==> config.mk <==
export PLATFORM = sky130hd
export DESIGN_NAME = aer_addr_seq
export DESIGN_NICKNAME = d
export VERILOG_FILES = /design/src/rtl/aer_addr_seq.sv
export SDC_FILE = /design/constraint.sdc
export NUM_CORES = 1
export LEC_CHECK = 0
export ABC_AREA = 1
export BUFFER_PORTS_ARGS = -buffer_cell sky130_fd_sc_hd__buf_2
export CAP_MARGIN = 20
export CORE_MARGIN = 5
export CORE_UTILIZATION = 40
export CTS_BUF_LIST = sky130_fd_sc_hd__clkbuf_4 sky130_fd_sc_hd__clkbuf_8
export DETAILED_ROUTE_END_ITERATION = 8
export MAX_ROUTING_LAYER = met4
export PLACE_DENSITY = 0.76
export SLEW_MARGIN = 30
export SYNTH_ARGS = -nofsm -noshare
export SYNTH_HDL_FRONTEND = slang
export SYNTH_SLANG_ARGS = --single-unit
==> constraint.sdc <==
create_clock -name clk -period 1.5 [get_ports clk]
set_input_delay 0.075 -clock clk [delete_from_list [all_inputs] [get_ports clk]]
set_output_delay 0.075 -clock clk [all_outputs]
set_load 0.02 [all_outputs]
==> src/rtl/aer_addr_seq.sv <==
// AER synapse address sequencer: manual step/load plus req/ack sweep.
// Optional ack watchdog enabled by AER_ADDR_SEQ_TIMEOUT_EN.
module aer_addr_seq #(
  parameter int ADDR_W      = 5,
  parameter int LAST_ADDR   = 31,
  parameter int TIMEOUT_CYC = 64
) (
  input  logic              clk,
  input  logic              rst,
  input  logic              en,
  input  logic              en_addr,
  input  logic              wrap_mode,
  input  logic              load,
  input  logic [ADDR_W-1:0] load_addr,
  input  logic              start,
  input  logic              ack,
  output logic [ADDR_W-1:0] syn_addr,
  output logic              req,
  output logic              busy,
  output logic              done,
  output logic              wrapped,
  output logic              err
);

  typedef enum logic [1:0] {
    IDLE,
    REQ,
    RELEASE,
    DONE
  } state_t;

  localparam logic [ADDR_W-1:0] LAST = ADDR_W'(LAST_ADDR);

  state_t            state_q, state_d;
  logic [ADDR_W-1:0] addr_q, addr_d;
  logic              req_q, req_d;
  logic              wrapped_q, wrapped_d;
  logic              err_q, err_d;
  logic              timeout;

`ifdef AER_ADDR_SEQ_TIMEOUT_EN
  localparam int WD_W = $clog2(TIMEOUT_CYC + 1);
  localparam logic [WD_W-1:0] WD_LIM = WD_W'(TIMEOUT_CYC - 1);

  logic [WD_W-1:0] wd_q;

  // Counts en-qualified REQ cycles without ack; zero elsewhere.
  always_ff @(posedge clk) begin
    if (rst) begin
      wd_q <= '0;
    end else if (en) begin
      if (state_q == REQ && !ack) wd_q <= wd_q + 1'b1;
      else                        wd_q <= '0;
    end
  end

  assign timeout = (wd_q == WD_LIM);
`else
  assign timeout = 1'b0;
`endif

  always_comb begin
    state_d   = state_q;
    addr_d    = addr_q;
    req_d     = req_q;
    wrapped_d = wrapped_q;
    err_d     = err_q;
    if (en) begin
      wrapped_d = 1'b0;
      unique case (state_q)
        IDLE: begin
          req_d = 1'b0;
          if (start) begin
            addr_d  = '0;
            req_d   = 1'b1;
            err_d   = 1'b0;
            state_d = REQ;
          end else if (load) begin
            addr_d = (load_addr > LAST) ? LAST : load_addr;
          end else if (en_addr) begin
            if (addr_q < LAST) begin
              addr_d = addr_q + 1'b1;
            end else if (wrap_mode) begin
              addr_d    = '0;
              wrapped_d = 1'b1;
            end
          end
        end
        REQ: begin
          if (ack) begin
            req_d   = 1'b0;
            state_d = RELEASE;
          end else if (timeout) begin
            req_d   = 1'b0;
            err_d   = 1'b1;
            state_d = IDLE;
          end
        end
        RELEASE: begin
          if (!ack) begin
            if (addr_q >= LAST) begin
              state_d = DONE;
            end else begin
              addr_d  = addr_q + 1'b1;
              req_d   = 1'b1;
              state_d = REQ;
            end
          end
        end
        DONE: state_d = IDLE;
        default: state_d = IDLE;
      endcase
    end
  end

  always_ff @(posedge clk) begin
    if (rst) begin
      state_q   <= IDLE;
      addr_q    <= '0;
      req_q     <= 1'b0;
      wrapped_q <= 1'b0;
      err_q     <= 1'b0;
    end else begin
      state_q   <= state_d;
      addr_q    <= addr_d;
      req_q     <= req_d;
      wrapped_q <= wrapped_d;
      err_q     <= err_d;
    end
  end

  assign syn_addr = addr_q;
  assign req      = req_q;
  assign busy     = (state_q == REQ) || (state_q == RELEASE);
  assign done     = (state_q == DONE);
  assign wrapped  = wrapped_q;
  assign err      = err_q;

endmodule

* Yosys cells after proc, flatten, opt, wreduce, memory -nomap -nowiden
Index checks and enable logic that the tools add are counted.
** Word-level totals
- Register bits after elaboration :: 9
- Output and inout bits :: 10
- Word-level logic and storage cells :: 49
** Operators by class
- $add $sub $neg :: 1
- Magnitude comparators :: 3
- Equality and inequality tests :: 9
- Mux-type cells :: 25
- Reduce and logical (&&, ||, !) cells :: 7
** Operators with widths (number)
- 2-to-1 mux 5 bit :: 8
- 2-to-1 mux 1 bit :: 10
- one-hot mux 5 bit (2 select lines) :: 1
- 2-to-1 mux 2 bit :: 4
- != test 2 bit, second input constant :: 4
- one-hot mux 2 bit (4 select lines) :: 1
- AND reduction 6 bit :: 1
- adder 5 x 1 -> 5 bit, second input constant :: 1
- greater-or-equal comparator 5 bit, second input constant :: 1
- > comparator 5 bit, second input constant :: 1
- < comparator 5 bit, second input constant :: 1
- != test 5 bit, second input constant :: 1
- AND reduction 5 bit :: 1
- == test 2 bit, second input constant :: 2
- != test 4 bit, second input constant :: 1
- AND reduction 4 bit :: 1
- one-hot mux 1 bit (3 select lines) :: 1
- nonzero test 3 bit :: 1
- == test 2 x 1 -> 1 bit, second input constant :: 1
- zero test 2 bit :: 1
- nonzero test 2 bit :: 1
- logical OR 1 bit :: 1

* Depth between registers and ports, before layout
- Depth after elaboration :: 6
- Mapped depth :: 11

* Least setup slack after synthesis
Ideal clock, no wire load.
- Kind :: reg-to-reg
- Start :: reg addr_q[0], in the netlist syn_addr[0]
- End :: reg addr_q[4], in the netlist syn_addr[4]
- Setup time :: 0.113 ns
- Arrival :: 1.451 ns
- Data required time :: 1.387 ns
- Slack :: -0.064 ns
- Cell stages (with the launch flop) :: 9
- Cell sequence :: dfxtp_1 -> ha_1 -> nand2_1 -> nor2_1 -> ha_1 -> o211ai_1 -> nand2_1 -> nor2_1 -> nor2_1
** Between the ends
- Word-level cells in the longest chain between the ends :: 6
- Elaborated cells on any way between the ends :: 13
- Those cells by class :: 1 x add/sub; 2 x order compare; 2 x eq/ne; 7 x mux; 1 x reduce/logical
** Ends and longest elaborated chain
- start: declaration :: line 35 : logic [ADDR_W-1:0] addr_q, addr_d;
- start signal: assignment :: line 125 : addr_q <= addr_d;
- adder 5 x 1 -> 5 bit / < comparator 5 bit (equally long branches) :: line 82, 104, 81
- 2-to-1 mux 5 bit :: line 81 : if (addr_q < LAST) begin
- 2-to-1 mux 5 bit :: line 80 : end else if (en_addr) begin
- 2-to-1 mux 5 bit :: line 78 : end else if (load) begin
- 2-to-1 mux 5 bit :: line 73 : if (start) begin
- one-hot mux 5 bit (2 select lines) :: line 70 : unique case (state_q)
Parallel ways exist; a longest one is shown, timed or not. The select of a mux whose other input is x is not followed.
A chain may end at the register's enable or synchronous reset.

* Final worst setup path
- Start :: reg addr_q[1], in the netlist syn_addr[1]
- End :: reg req_q, in the netlist req
** Between the ends
- Word-level cells in the longest chain between the ends :: 3
** Ends and longest elaborated chain
- greater-or-equal comparator 5 bit :: line 101 : if (addr_q >= LAST) begin
- != test 2 bit (no line)
- AND reduction 5 bit (no line)
- end signal: assignment :: line 126 : req_q <= req_d;
- end: declaration :: line 36 : logic req_q, req_d;
No other way between the ends.

==> results.toml <==
[synth]
netlist-cell-type-count = 24
netlist.area_leader.share = 0.246
synthCells = 118
synth_largest_area_cell = "dfxtp_1"
ys_seq_area_frac = 0.246
ys_ff_latch = 9
yosys_warnings = 0
syn_area_per_cell_um2 = 6.21
netlist_top_cells_area = "dfxtp_1 (25%), nand2_1 (17%), ha_1 (10%)"
netlist_area_um2 = 733
synth_nets = 137

[finish]
multi_input_area_um2 = 537
mostFrequentLayoutCell = "nand2_1"
layout_common_cells = "nand2_1 (31), buf_2 (21), inv_1 (17)"
seq_area_um2 = 186
fin_nets = 169
post-route-util = 0.584
antenna_cells = 0
area_growth_pct = 37.5
fill_cells = 181
drive_gt1_frac = 0.342

[route]
vias = 821
avgViaCountPerCell = 4.72
drt_wl_total_um = 1990
firstDrtPassIters = 4
routedWlPerCell_um = 11.4
drc_errors = 0
drt_iter0_drc = 13
ant_nets = 0

[sta]
min_period_ns = 1.46
rsz0062_at_grt = "true"
tns_ns = 0
final_hold_viol_count = 0
finClkSkew_ns = 0.00287
drv_slew = 0
fmax_mhz = 686
period_share = 0.972
finalSetupViolCount = 0

[global_routing]
grt_pass1_vias = 741
grt_overflow_total = 0
grt_pass1_wl_um = 3010
grt_usage = 0.153
grt_max_degree = 10
antenna_found_initial = 0

[clock_network]
cts_tree = "built"
htreeDepth = 1
cts_root_buf = "clkbuf_4"
clk_pin_slew_ns = 0.06
cts_buffer_depth = 2
cts_made_buffers = 3
cts_sinks = 9
insertion_delay_ns = 0.27

[setup_path]
worstReg2RegStart = "syn_addr[1]"
endpoint = "req"
cp.arrival_ns = 1.66
rr_worst_depth = 11
cp_max_fo = 5
critPathLaunch = "syn_addr[1]"
timing.rr.end = "req"
reg2reg_setup_slack_ns = 0.04
crit_path_start_kind = "register"
path_class = "reg -> reg"
crit_required_ns = 1.70
worst_setup_path_end_kind = "register"

[die]
fp-row-count = 15
die_h_um = 52.8
start_util = 0.425
die-area_mm2 = 0.00279
core_mm2 = 0.00173
die_w_um = 52.8
ios = 23

[power]
pwr_density_cell_mw_per_mm2 = 795
total_power_w = 0.000802
leakage_nw = 0.541
peakVddDrop_mv = 0.682

[hold_path]
whs_path_depth = 2
hold_path.class = "in -> reg"

[outcome]
outcome = "finished, final reports clean"

[place]
hpwl_um = 1450
port_buffers = 21
place.gp.congestion = 0.851

[flow_run]
maxCapViolations = 0
repair_timing:
item                                    CTS  global route
endpoints found under the hold margin     1             0
gates resized for setup                   0            14
endpoints found under the setup margin    0             7
setup buffers                             0             3
hold buffers                              1             0
how the worst min path moves through the flow:
stage	from	endpoint	slack, ns
2_1_floorplan	rst	req	0.14
3_3_place_gp	rst	req	0.26
3_5_place_dp	rst	req	0.27
4_1_cts	en	wrapped	0.04
5_1_grt	en	wrapped	0.05
6_report	en	wrapped	0.04
flip-flops by register name, summed over array words and instances, names as in the netlist:
name	count
wrapped	1
syn_addr	5
req	1
state_q	2
cell usage after synthesis:
library cell,count
dfxtp_1,9
nor2_1,16
inv_1,17
o21a_1,2
nor3_1,1
buf_2,1
or2_2,1
buf_4,1
nand2_1,34
nor2_2,2
xor2_1,1
nand3_1,5
nand3_4,1
a21oi_2,1
nand2_2,3
conb_1,1
o21ai_0,4
a211oi_1,1
a21oi_1,6
nor3b_1,1
o211ai_1,2
nand4_1,1
ha_1,6
or3_1,1
per-layer routing:
layer / wire length [um] / global-route usage / up-vias / part of all wire
li1: - / - / 436 / -
met1: 878 / 0.166 / 360 / 0.44
met2: 946 / 0.248 / 20 / 0.48
met3: 130 / 0.0541 / 5 / 0.065
met4: 29 / 0.0723 / 0 / 0.015
met5: 0 / - / - / 0
cells by family after synthesis:
family | synth area share
buffers and inverters | 0.104
xor gates and xnor gates | 0.0119
adders and majority gates | 0.102
AOI/OAI and AO/OA | 0.131
other | 0.00511
and+or+nand+nor | 0.399
DFF | 0.246
power by group:
| part | internal, W | total [W] | switching (W) |
|---|---|---|---|
| Clock | 0.000121 | 0.000210 | 0.0000893 |
| Sequential | 0.000265 | 0.000292 | 0.0000264 |
| Combinational | 0.000122 | 0.000300 | 0.000178 |
| Total | 0.000509 | 0.000802 | 0.000293 |
worst max-delay path, stage by stage, from the launching register on:
cell and delay, ns:
dfxtp_4 0.37, ha_4 0.14, nand2_2 0.06, nor2_2 0.12, ha_1 0.16, inv_1 0.05
nand2_2 0.08, nand2_4 0.08, buf_4 0.14, nand2_1 0.05, nand2_1 0.04, a21oi_1 0.10
area by class of cell:
class | count | share of cell area
inverter | 17 | 0.0633
clock buffer | 4 | 0.0298
sequential | 9 | 0.185
timing repair buffer | 28 | 0.159
multi-input combinational | 91 | 0.532
tap | 25 | 0.0310
metrics by stage:
step / cell area, um2 / instances / hold WS [ns] / worst slack [ns]
2_1_floorplan: 736 / 118 / 0.144 / 0.0648
3_3_place_gp: 882 / 165 / 0.264 / 0.0667
3_5_place_dp: 882 / 165 / 0.271 / 0.0410
4_1_cts: 922 / 170 / 0.0356 / 0.0215
5_1_grt: 1010 / 174 / 0.0469 / -0.0789
6_report: 1010 / 174 / 0.0412 / 0.0421
No activity file was read; power rests on OpenSTA's default activity.
